**config.mk**
```make
export PLATFORM = sky130hd
export DESIGN_NAME = booth_mul_sequencer_flat
export DESIGN_NICKNAME = d
export VERILOG_FILES = /design/src/rtl/booth_mul_pkg.sv /design/src/rtl/booth_mul_sequencer_if.sv /design/src/rtl/booth_mul_watchdog.sv /design/src/rtl/booth_mul_sequencer.sv /design/src/flat_wrapper.sv
export SDC_FILE = /design/constraint.sdc
export NUM_CORES = 1
export LEC_CHECK = 0
export CAP_MARGIN = 20
export CORE_MARGIN = 3
export CORE_UTILIZATION = 45
export DETAILED_ROUTE_END_ITERATION = 8
export PLACE_DENSITY = 0.79
export SLEW_MARGIN = 40
export SYNTH_ARGS = -nofsm -noshare
export SYNTH_HDL_FRONTEND = slang
export SYNTH_SLANG_ARGS = --single-unit
```
**constraint.sdc**
```tcl
create_clock -name clock -period 4.2 [get_ports clock]
set_input_delay 1.05 -clock clock [delete_from_list [all_inputs] [get_ports clock]]
set_output_delay 1.05 -clock clock [all_outputs]
set_load 0.01 [all_outputs]
```
**src/rtl/booth_mul_pkg.sv**
```systemverilog
// ---------------------------------------------------------------------------
// booth_mul_pkg
// Shared types and constants for the Booth multiplier sequencer slice.
//   state_t      sequencer FSM encoding
//   W_DEFAULT    default operand width
//   PW_DEFAULT   default product width (2*W)
// ---------------------------------------------------------------------------
package booth_mul_pkg;

    localparam int W_DEFAULT  = 16;
    localparam int PW_DEFAULT = 2 * W_DEFAULT;

    typedef enum logic [2:0] {
        ST_IDLE   = 3'd0,
        ST_ISSUE  = 3'd1,
        ST_LOAD_M = 3'd2,
        ST_LOAD_Q = 3'd3,
        ST_WAIT   = 3'd4
    } state_t;

endpackage

```
**src/rtl/booth_mul_sequencer_if.sv**
```systemverilog
// ---------------------------------------------------------------------------
// booth_mul_sequencer_if
// Bundles the upstream operand handshake, the downstream product handshake
// and the multiplier-facing start/operand/done bus.
//   slave  : the sequencer side
//   master : the environment side (operand source, product sink, multiplier)
// ---------------------------------------------------------------------------
interface booth_mul_sequencer_if
    import booth_mul_pkg::*;
#(
    parameter int W = W_DEFAULT
);
    logic             in_valid;
    logic             in_ready;
    logic [W-1:0]     in_mcand;
    logic [W-1:0]     in_mplier;

    logic             mul_start;
    logic [W-1:0]     mul_data_in;
    logic             mul_done;
    logic [2*W-1:0]   mul_product;

    logic             out_valid;
    logic             out_ready;
    logic [2*W-1:0]   out_product;
    logic             out_timeout;

    modport slave (
        input  in_valid, in_mcand, in_mplier, mul_done, mul_product, out_ready,
        output in_ready, mul_start, mul_data_in, out_valid, out_product, out_timeout
    );

    modport master (
        output in_valid, in_mcand, in_mplier, mul_done, mul_product, out_ready,
        input  in_ready, mul_start, mul_data_in, out_valid, out_product, out_timeout
    );

endinterface

```
**src/rtl/booth_mul_watchdog.sv**
```systemverilog
// ---------------------------------------------------------------------------
// booth_mul_watchdog
// Clearable up-counter with a terminal-count flag, for bounding the wait on
// any multicycle unit.
//   clock, reset_n : clock, async active-low reset
//   clr            : synchronous clear to zero (wins over inc)
//   inc            : count up by one
//   tc             : count has reached LIMIT
// The counter parks at LIMIT instead of wrapping; LIMIT must fit in CW bits.
// ---------------------------------------------------------------------------
module booth_mul_watchdog #(
    parameter int CW    = 7,
    parameter int LIMIT = 63
) (
    input  logic clock,
    input  logic reset_n,
    input  logic clr,
    input  logic inc,
    output logic tc
);

    localparam logic [CW-1:0] LIM = CW'(LIMIT);

    logic [CW-1:0] cnt;

    always_ff @(posedge clock or negedge reset_n) begin
        if (!reset_n) begin
            cnt <= '0;
        end else if (clr) begin
            cnt <= '0;
        end else if (inc && !tc) begin
            cnt <= cnt + 1'b1;
        end
    end

    assign tc = (cnt == LIM);

endmodule

```
**src/rtl/booth_mul_sequencer.sv**
```systemverilog
// ---------------------------------------------------------------------------
// booth_mul_sequencer
// Front end for the Booth multiplier: accepts a signed operand pair, issues
// the start pulse and the time-multiplexed operand bus (multiplicand, then
// multiplier), waits for done under a watchdog and holds the 2W-bit product
// in a one-entry buffer until the consumer takes it.
//   clock, reset_n : clock, async active-low reset
//   bus (slave)    : operand in, multiplier bus, product out
//   busy           : FSM is not idle
// TIMEOUT must be at least W+8 and below 2**CW.
//
//   state   | meaning
//   --------+------------------------------------------------------------
//   IDLE    | waiting for an operand pair (and for the buffer to drain)
//   ISSUE   | start pulse high, multiplicand on the operand bus
//   LOAD_M  | multiplicand held while the multiplier loads M
//   LOAD_Q  | multiplier operand on the bus while it loads Q; watchdog clear
//   WAIT    | waiting for done; watchdog running
// ---------------------------------------------------------------------------
module booth_mul_sequencer
    import booth_mul_pkg::*;
#(
    parameter int W       = W_DEFAULT,
    parameter int TIMEOUT = 64,
    parameter int CW      = 7
) (
    input  logic                  clock,
    input  logic                  reset_n,
    booth_mul_sequencer_if.slave  bus,
    output logic                  busy
);

    localparam int PW = 2 * W;

    state_t          state;
    logic [W-1:0]    mcand_q;
    logic [W-1:0]    mplier_q;
    logic            mul_start_q;
    logic            out_valid_q;
    logic [PW-1:0]   out_product_q;
    logic            out_timeout_q;

    logic            in_ready_c;
    logic            in_xfer;
    logic            out_xfer;
    logic            wd_tc;

    // The buffer may drain in the same cycle a new pair is accepted.
    assign in_ready_c = (state == ST_IDLE) && (!out_valid_q || bus.out_ready);
    assign in_xfer    = bus.in_valid && in_ready_c;
    assign out_xfer   = out_valid_q && bus.out_ready;

    booth_mul_watchdog #(
        .CW    (CW),
        .LIMIT (TIMEOUT - 1)
    ) u_watchdog (
        .clock   (clock),
        .reset_n (reset_n),
        .clr     (state == ST_LOAD_Q),
        .inc     (state == ST_WAIT),
        .tc      (wd_tc)
    );

    always_ff @(posedge clock or negedge reset_n) begin
        if (!reset_n) begin
            state         <= ST_IDLE;
            mcand_q       <= '0;
            mplier_q      <= '0;
            mul_start_q   <= 1'b0;
            out_valid_q   <= 1'b0;
            out_product_q <= '0;
            out_timeout_q <= 1'b0;
        end else begin
            mul_start_q <= 1'b0;
            if (out_xfer) begin
                out_valid_q <= 1'b0;
            end

            case (state)
                ST_IDLE: begin
                    if (in_xfer) begin
                        mcand_q     <= bus.in_mcand;
                        mplier_q    <= bus.in_mplier;
                        mul_start_q <= 1'b1;
                        state       <= ST_ISSUE;
                    end
                end
                ST_ISSUE: begin
                    state <= ST_LOAD_M;
                end
                ST_LOAD_M: begin
                    state <= ST_LOAD_Q;
                end
                ST_LOAD_Q: begin
                    state <= ST_WAIT;
                end
                ST_WAIT: begin
                    // A done seen on the final watchdog cycle still counts.
                    if (bus.mul_done) begin
                        out_product_q <= bus.mul_product;
                        out_timeout_q <= 1'b0;
                        out_valid_q   <= 1'b1;
                        state         <= ST_IDLE;
                    end else if (wd_tc) begin
                        out_product_q <= '0;
                        out_timeout_q <= 1'b1;
                        out_valid_q   <= 1'b1;
                        state         <= ST_IDLE;
                    end
                end
                default: begin
                    state <= ST_IDLE;
                end
            endcase
        end
    end

    // Operand bus is a pure mux of flops: multiplicand for the start and M
    // load cycles, multiplier operand from the Q load onward.
    assign bus.mul_data_in = ((state == ST_ISSUE) || (state == ST_LOAD_M)) ? mcand_q : mplier_q;

    assign bus.in_ready    = in_ready_c;
    assign bus.mul_start   = mul_start_q;
    assign bus.out_valid   = out_valid_q;
    assign bus.out_product = out_product_q;
    assign bus.out_timeout = out_timeout_q;
    assign busy            = (state != ST_IDLE);

endmodule

```
**src/flat_wrapper.sv**
```systemverilog
// flat-port wrapper written by rule: the top's interface ports become plain ports
module booth_mul_sequencer_flat import booth_mul_pkg::*;
#(
    parameter int W       = W_DEFAULT,
    parameter int TIMEOUT = 64,
    parameter int CW      = 7
)
  (clock, reset_n, busy, bus_in_valid, bus_in_mcand, bus_in_mplier, bus_mul_done, bus_mul_product, bus_out_ready, bus_in_ready, bus_mul_start, bus_mul_data_in, bus_out_valid, bus_out_product, bus_out_timeout);
  booth_mul_sequencer_if #(.W(W)) bus_i ();
  input  logic clock;
  input  logic reset_n;
  output logic busy;
  input wire logic [$bits(bus_i.in_valid)-1:0] bus_in_valid;
  input wire logic [$bits(bus_i.in_mcand)-1:0] bus_in_mcand;
  input wire logic [$bits(bus_i.in_mplier)-1:0] bus_in_mplier;
  input wire logic [$bits(bus_i.mul_done)-1:0] bus_mul_done;
  input wire logic [$bits(bus_i.mul_product)-1:0] bus_mul_product;
  input wire logic [$bits(bus_i.out_ready)-1:0] bus_out_ready;
  output wire logic [$bits(bus_i.in_ready)-1:0] bus_in_ready;
  output wire logic [$bits(bus_i.mul_start)-1:0] bus_mul_start;
  output wire logic [$bits(bus_i.mul_data_in)-1:0] bus_mul_data_in;
  output wire logic [$bits(bus_i.out_valid)-1:0] bus_out_valid;
  output wire logic [$bits(bus_i.out_product)-1:0] bus_out_product;
  output wire logic [$bits(bus_i.out_timeout)-1:0] bus_out_timeout;
  assign bus_i.in_valid = bus_in_valid;
  assign bus_i.in_mcand = bus_in_mcand;
  assign bus_i.in_mplier = bus_in_mplier;
  assign bus_i.mul_done = bus_mul_done;
  assign bus_i.mul_product = bus_mul_product;
  assign bus_i.out_ready = bus_out_ready;
  assign bus_in_ready = bus_i.in_ready;
  assign bus_mul_start = bus_i.mul_start;
  assign bus_mul_data_in = bus_i.mul_data_in;
  assign bus_out_valid = bus_i.out_valid;
  assign bus_out_product = bus_i.out_product;
  assign bus_out_timeout = bus_i.out_timeout;
  booth_mul_sequencer #(.W(W), .TIMEOUT(TIMEOUT), .CW(CW)) u_core (.clock(clock), .reset_n(reset_n), .bus(bus_i), .busy(busy));
endmodule
```
# Word-level counts from Yosys, hierarchy flattened
# Cells that the tools add are included.
# W data, S select, Z words.
[totals] ff_bits=77 input_bits=69 word_cells=48
[op_classes] addsub=1 eq_ne=7 mux=17 reduce_logical=15
[op_table] op="$mux W32" n=2
[op_table] op="$mux W16" n=1
[op_table] op="$pmux W3 S5" n=1
[op_table] op="$mux W7" n=2
[op_table] op="$mux W3" n=3
[op_table] op="$mux W1" n=8
[op_table] op="$add A7 B1 Y7 const B" n=1
[op_table] op="$eq A7 B6 Y1 const B" n=1
[op_table] op="$eq A3 B2 Y1 const B" n=2
[op_table] op="$reduce_and A2 Y1" n=3
[op_table] op="$logic_and A1 B1 Y1" n=4
[op_table] op="$reduce_bool A2 Y1" n=2
[op_table] op="$eq A3 B1 Y1 const B" n=1
[op_table] op="$eq A3 B3 Y1 const B" n=1
[op_table] op="$logic_not A3 Y1" n=1
[op_table] op="$ne A3 B2 Y1 const B" n=1
[op_table] op="$reduce_bool A3 Y1" n=1
[op_table] op="$logic_not A1 Y1" n=2
[op_table] op="$logic_or A1 B1 Y1" n=2
[op_table] op="$ne A2 B1 Y1 const B" n=1

# Logic depth before layout (Yosys ltp)
# Gate-level depths: netlist (run 1).
[logic_depth] ltp_word=6 mapped_depth=5

# Cells and area by module
# Synthesis (run 1) repeated with hierarchy kept, for this count alone.
[hier_totals] hier_cells=219 hier_area_um2=3286.9
[by_module_without_submodules] module="booth_mul_sequencer" n_inst=1 cells_per_inst=181 area_each_um2=2877.8 seq_area_each_um2=1751.7
[by_module_without_submodules] module="booth_mul_watchdog" n_inst=1 cells_per_inst=38 area_each_um2=409.1 seq_area_each_um2=175.2

# Worst setup path before layout (run 1)
# Ideal clock, no wire load.
[synth_timing] kind="register to output" from="register u_core.state[1]" to="output bus_mul_data_in[10]" arrival_time_ps=1402 slack_ps=1748 path_stages_with_launch=5 path_buffers=1 path_cell_list="dfrtp_1 -> xnor2_1 -> nor2_2 -> buf_4 -> mux2_2"
[synth_via] elab_chain_len=3
[synth_rtl] element="from (decl)" line_no="booth_mul_sequencer.sv:35" rtl="state_t state;"
[synth_rtl] element="from (signal assigned)" line_no="booth_mul_sequencer.sv:66" rtl="state <= ST_IDLE;"
[synth_rtl] element="from (signal assigned)" line_no="booth_mul_sequencer.sv:85" rtl="state <= ST_ISSUE;"
[synth_rtl] element="from (signal assigned)" line_no="booth_mul_sequencer.sv:89" rtl="state <= ST_LOAD_M;"
[synth_rtl] element="$eq A3 B1 Y1 / $eq A3 B2 Y1 (equally long branches)" line_no="booth_mul_sequencer.sv:120" rtl="assign bus.mul_data_in = ((state == ST_ISSUE) || (state == ST_LOAD_M)) ? mcand_q : mplier_q;"
[synth_rtl] element="$logic_or A1 B1 Y1 (*)" line_no="booth_mul_sequencer.sv:120"
[synth_rtl] element="$mux W16 (*)" line_no="booth_mul_sequencer.sv:120"
[synth_rtl] element="to (decl)" line_no="flat_wrapper.sv:21" rtl="output wire logic [$bits(bus_i.mul_data_in)-1:0] bus_mul_data_in;"
# Mark *: on every way between the ends. The rest lies on a longest branch, timed or not.

# Worst setup path after layout (run 1)
[layout_timing] from="input bus_out_ready" to="output bus_in_ready"
[layout_via] elab_chain_len=2
[layout_rtl] element="from (decl)" line_no="flat_wrapper.sv:18" rtl="input wire logic [$bits(bus_i.out_ready)-1:0] bus_out_ready;"
[layout_rtl] element="$logic_or A1 B1 Y1" line_no="booth_mul_sequencer.sv:49" rtl="assign in_ready_c = (state == ST_IDLE) && (!out_valid_q || bus.out_ready);"
[layout_rtl] element="$logic_and A1 B1 Y1" line_no="booth_mul_sequencer.sv:49"
[layout_rtl] element="to (decl)" line_no="flat_wrapper.sv:19" rtl="output wire logic [$bits(bus_i.in_ready)-1:0] bus_in_ready;"
# No other way between the ends.

==> out/summary.txt, run 1 <==
Via count -> 2542
PostCTS Resize Cnt -> 0
Vias in the first global route -> 2622
Crit path max fanout -> 4
Hold Vio Cnt, Final -> 0
Worst-case reg-to-reg path depth -> 5
Status -> finished, final reports clean
Synth-to-Final Area Change -> 43.8%
ANT cells -> 0
Static Leak -> 0.00196 uW
Die Wd -> 93.1 um
Total wire length -> 7850 um
Dpl cell area -> 0.00469 sq mm
Final Util -> 0.674
Setup ws final -> 0.814 ns
EDFF count, synth -> 0
RePlAce Congestion -> 0.781
Flop2flop setup slack -> 2.02 ns
Unique masters post-synth -> 35
Clock-pin slew on the worst setup and hold paths -> 0.08 ns
Initial Util -> 0.469
Worst Setup SP -> bus_out_ready
# port buffers -> 121
Post-Syn Instances -> 252
Fin area -> 0.00491 sq mm
Worst r2r src -> u_core.u_watchdog.cnt[0]
DP HPWL -> 5530 um
Iter 0 DRT Violations -> 93
Crit path capture -> bus_in_ready
Sequential share of the synthesized area -> 0.564
Setup TNS -> 0 ns
Number of setup violations in the final report -> 0
Synth Register Bits -> 77
Initial antenna violation count -> 0
DRC -> 0
Fin. max-slew vios -> 0
Top FF cell, synth -> dfrtp_1
Reg2reg end -> u_core.bus.out_product[11]
Remaining global-route overflow -> 0
I/O pin total -> 122
Final Cycle Share -> 0.806
Row cnt -> 31
Total Routing Usage GR -> 0.187
Post-Syn Area per Cell -> 13.6 sq um
Hold Path Class -> reg2reg
Worst VDD drop -> 0.000451 V
Place WS -> 0.819 ns
First-pass GRT wire length -> 12800 um
Die H -> 93.1 um
Synth Warn # -> 0
Minimum clock period -> 3.39 ns
RSZ-0062 raised after global routing -> false
DR pass1 iterations -> 4
Clock Sinks -> 77
Nets -> 441
Clk_skew -> 0.00875 ns
Syn Std Cell Area -> 0.00342 sq mm
Pwr Density -> 733 mW/mm^2
CTS root buffer -> clkbuf_8
CP endpoint kind -> primary output
Number of hold buffers added after CTS -> 0
Vias/cell -> 5.35
Post CTS Setup Buffer Count -> 0
Rel. slew slack -> 0.541
Max Clock Freq -> 0.295 GHz
Async S/R FF share, synth -> 1.00
MaxCap Viol Count -> 0
CTS tree -> yes
Worst-margin pin slew -> 0.689 ns
Antenna Violating Nets Remaining -> 0
Core Footprint -> 0.00729 sq mm
Mapped Nets -> 322
Crit start category -> input pin
CTS Buf Count -> 9
CP Class -> in2out
Die area -> 0.00868 sq mm
Critical path required time -> 3.15 ns
H-tree levels -> 3
Largest net degree at the start of global routing -> 78
Skew-Pair Late Insertion Delay -> 0.34 ns
Share of layout cells above drive strength 1 -> 0.197
Clock buffer depth -> 2
Critical path data arrival time -> 2.34 ns
Routed WL per cell -> 16.5 um
Tot Pwr -> 3600 uW
==> final cells by class <==
| type | count | area, sq um |
|---|---|---|
| timing repair buffer | 125 | 1240 |
| tap | 99 | 124 |
| sequential | 77 | 1930 |
| multi-input combinational | 154 | 1390 |
| inverter | 4 | 15.0 |
| clock inverter | 6 | 87.6 |
| fill | 562 | 2380 |
| clock buffer | 10 | 128 |
==> cell usage in the layout, fill, tap and decap left out <==
cell type,Yosys,layout
a31oi_1,2,2
a22o_1,32,32
nor4bb_4,0,1
mux2_2,48,48
ha_1,1,1
dfrtp_1,77,77
clkbuf_8,0,9
buf_4,4,4
buf_6,3,1
mux2i_1,4,4
a21oi_2,0,1
clkinv_2,0,2
nand3_1,3,3
and3b_1,1,1
nor2_1,2,2
clkdlybuf4s50_1,0,120
a2111oi_2,1,1
clkbuf_1,4,1
a32o_1,1,1
xor2_1,1,1
a41oi_1,1,1
a21o_1,33,33
and2_1,1,1
nand3b_1,1,1
and3_1,2,2
bufinv_16,0,2
xnor2_1,1,1
clkinv_4,0,2
inv_1,4,4
nand2_1,5,5
a211oi_1,1,1
o21ai_0,2,2
nor2_4,0,1
nand2b_1,1,1
a311oi_1,1,1
nor3b_1,1,1
or3b_1,1,1
a211oi_2,2,2
nor3_1,2,2
==> worst min path at each step <==
stage | from | endpoint | slack [ns] | cells past startpoint
floorplan | u_core.u_watchdog.cnt[5] | u_core.u_watchdog.cnt[5] | 0.46 | 1
global placement | u_core.bus.out_product[31] | u_core.bus.out_product[31] | 0.48 | 1
detailed placement | u_core.bus.out_product[31] | u_core.bus.out_product[31] | 0.49 | 1
CTS | u_core.u_watchdog.cnt[4] | u_core.u_watchdog.cnt[4] | 0.51 | 1
global route | u_core.mplier_q[14] | u_core.mplier_q[14] | 0.52 | 1
finish | u_core.mcand_q[15] | u_core.mcand_q[15] | 0.51 | 1
==> cell usage after synthesis, drive strengths merged, types with 2 or more instances <==
cell / n / area (sq um)
dfrtp: 77 / 1930
a21o: 33 / 248
o21ai: 2 / 10.0
mux2i: 4 / 40.0
clkbuf: 4 / 15.0
nor3: 2 / 10.0
buf: 13 / 93.8
a211oi: 3 / 32.5
inv: 4 / 15.0
nand2: 5 / 18.8
a22o: 32 / 280
and3: 2 / 12.5
a31oi: 2 / 12.5
nand3: 3 / 15.0
nor2: 3 / 13.8
mux2: 48 / 541
==> per-layer routing <==
layer  wire, um  global-route usage  vias to the layer above
met5          0                   0                        -
met4         69              0.0708                        0
met3        863              0.0676                        6
met2       3670               0.285                      110
met1       3240               0.245                     1248
li1           -                   -                     1178
==> worst max-delay path, cell delays in order <==
cell	delay, ns
clkdlybuf4s50_1	0.44
nand2b_1	0.15
and2_1	0.15
clkdlybuf4s50_1	0.55
==> cells by family (layout without fill, tap and decap cells) <==
group,Yosys count,after routing,share of synthesized area
buffers and inverters,21,145,0.0362
adders and majority gates,1,1,0.00366
AOI/OAI and AO/OA,77,77,0.185
xor gates and xnor gates,2,2,0.00513
and+or+nand+nor,22,22,0.0366
DFF,77,77,0.564
muxes,52,52,0.170
==> report_power, final <==
group          internal [uW]  switching, uW  total, uW
Sequential              1040            206       1240
Combinational           1100            654       1760
Clock                    335            267        602
Total                   2470           1130       3600
==> registers in the layout (all words and copies together) (netlist names) <==
| signal | flops |
|---|---|
| u_core.bus.mul_start | 1 |
| u_core.bus.out_product | 32 |
| u_core.bus.out_timeout | 1 |
| u_core.bus.out_valid | 1 |
| u_core.mcand_q | 16 |
| u_core.mplier_q | 16 |
| u_core.state | 3 |
| u_core.u_watchdog.cnt | 7 |
==> stage by stage <==
step	hold slack, ns	cells
after floorplan	0.462	252
after global placement	0.480	459
after detailed placement	0.492	459
after CTS	0.506	475
after global routing	0.524	475
final	0.505	475
Power figures use the tool's default switching activity.
==> run 2, diff against run 1 <==
- CORE_UTILIZATION: 45 -> 40
- PLACE_DENSITY: 0.79 -> 0.74
- clock period: 4.2 -> 2.83 ns (I/O delays scaled with it)
==> out/summary.txt, run 2 (synthesis results as in run 1) <==
Status -> finished, final reports clean
Hold Path Class -> in2async
Initial Util -> 0.414 (-0.0548)
Vias/cell -> 5.28 (-1.3%)
MaxCap Viol Count -> 0 (unchanged)
Flop2flop setup slack -> 0.70 ns (-1.32 ns)
Via count -> 2562 (+0.79%)
Static Leak -> 0.00200 uW (+1.8%)
H-tree levels -> 3 (unchanged)
Clock-pin slew on the worst setup and hold paths -> 0.08 ns (about the same)
Hold Vio Cnt, Final -> 0 (unchanged)
CTS Buf Count -> 9 (unchanged)
Worst-margin pin slew -> 0.620 ns (-0.0691 ns)
CP Class -> reg2out
Critical path required time -> 2.12 ns (-1.03 ns)
Largest net degree at the start of global routing -> 49 (-37%)
Minimum clock period -> 2.73 ns
DRC -> 0 (unchanged)
First-pass GRT wire length -> 13400 um (+4.5%)
RSZ-0062 raised after global routing -> false
Most frequent cells in the layout -> 117 x clkdlybuf4s50_1, 75 x dfrtp_1, 48 x mux2_2
Routed WL per cell -> 16.6 um (+0.32%)
Final instance count without filler cells -> 485 (+2.1%)
Total wire length -> 8040 um (+2.4%)
Die Wd -> 98.4 um (+5.7%)
Antenna Violating Nets Remaining -> 0 (unchanged)
Vias in the first global route -> 2770 (+5.6%)
Total Routing Usage GR -> 0.170 (-0.0173)
Setup TNS -> 0 ns (unchanged)
Fillers -> 662 (+18%)
Number of setup violations in the final report -> 0 (unchanged)
ANT cells -> 0 (unchanged)
CTS tree -> yes
Initial antenna violation count -> 0 (unchanged)
# port buffers -> 121 (unchanged)
DP HPWL -> 5620 um (+1.7%)
Critical path data arrival time -> 2.03 ns (-0.31 ns)
I/O pin total -> 122 (unchanged)
Crit path max fanout -> 17 (+13)
CTS root buffer -> clkbuf_8
Remaining global-route overflow -> 0 (unchanged)
Synth-to-Final Area Change -> 46.1%
Final Cycle Share -> 0.966
Share of layout cells above drive strength 1 -> 0.213 (+0.0163)
Commonest non-fill, non-tap cell in the layout -> clkdlybuf4s50_1
Row cnt -> 33 (+6.5%)
Clk_skew -> 0.0110 ns (+0.00230 ns)
Placed insts -> 467 (+1.7%)
Skew-Pair Late Insertion Delay -> 0.34 ns (about the same)
Nets -> 445 (+0.91%)
Core Footprint -> 0.00826 sq mm (+13%)
Die H -> 98.4 um (+5.7%)
Max reg flops -> 32 (unchanged)
Max Clock Freq -> 0.366 GHz
Rel. slew slack -> 0.587 (+0.0461)
RePlAce Congestion -> 0.798 (+2.2%)
Pwr Density -> 1090 mW/mm^2 (+49%)
Clock Sinks -> 77 (unchanged)
Clock buffer depth -> 2 (unchanged)
Crit start category -> flip-flop
Worst VDD drop -> 0.000676 V (+50%)
Fin. max-slew vios -> 0 (unchanged)
Iter 0 DRT Violations -> 61 (-34%)
DR pass1 iterations -> 4 (unchanged)
CP endpoint kind -> primary output
Die area -> 0.00969 sq mm (+12%)
## run 2: cell types whose count changed in the layout (fill, tap and decap cells not counted), sizes merged
cell,change
dlygate4sd2,+2
clkdlybuf4s50,-3
clkinv,-3
clkinvlp,+2
dlymetal6s2s,+1
clkbuf,+1
buf,+4
## run 2: metal layers
| layer | vias to the layer above | share of wire | track usage |
|---|---|---|---|
| li1 | 1180 | - | - |
| met3 | 11 | 0.084 | 0.0587 |
| met2 | 94 | 0.46 | 0.260 |
| met1 | 1277 | 0.44 | 0.222 |
| met4 | 0 | 0.017 | 0.0672 |
| met5 | - | 0 | 0 |
## run 2: timing repair
item,4_1_cts,5_1_grt
hold buffers,0,0
setup buffers,2,0
setup endpoints to repair,16,1
endpoints found under the hold margin,0,0
gates resized for setup,4,1
## run 2: final timing paths
check / from / endpoint / depth (start not counted)
min in group clock: u_core.bus.out_product[27] / u_core.bus.out_product[27] / 1
max in group asynchronous: reset_n / u_core.bus.out_product[23] / 2
setup / recovery: u_core.state[0] / bus_mul_data_in[1] / 5
hold / removal: reset_n / u_core.u_watchdog.cnt[4] / 1
setup reg to reg: u_core.state[1] / u_core.bus.out_product[6] / 5
hold reg to reg: u_core.bus.out_product[27] / u_core.bus.out_product[27] / 1
## run 2: power by group
group	internal, uW	switching [uW]
Sequential	1540	284
Combinational	1690	997
Clock	523	401
## run 2: layout make-up
cell class	count	area (sq um)	share of cell area
well taps	105	131	0.0263
repair buffers	129	1310	0.262
flip-flops and latches	77	1930	0.386
multi-input cells	154	1390	0.277
clock inverters	5	83.8	0.0168
clock buffers	11	141	0.0283
inverters	4	15.0	0.00301
## run 2: critical path, cell delays in order, from the launching register on
cell	delay, ns
dfrtp_2	0.42
xnor2_1	0.13
nor2_2	0.13
buf_12	0.17
mux2_2	0.34
clkdlybuf4s50_1	0.48
## run 2: metrics by stage
step	hold WS [ns]	cell area [sq um]	utilization	setup WS (ns)	total power, uW
detailed placement	0.489	4750	0.575	0.148	4550
global route	0.418	4990	0.605	0.000605	5780
global placement	0.480	4750	0.575	0.166	4490
floorplan	0.412	3420	-	0.720	3310
CTS	0.391	4990	0.604	0.0621	5520
finish	0.376	4990	0.605	0.0953	5440
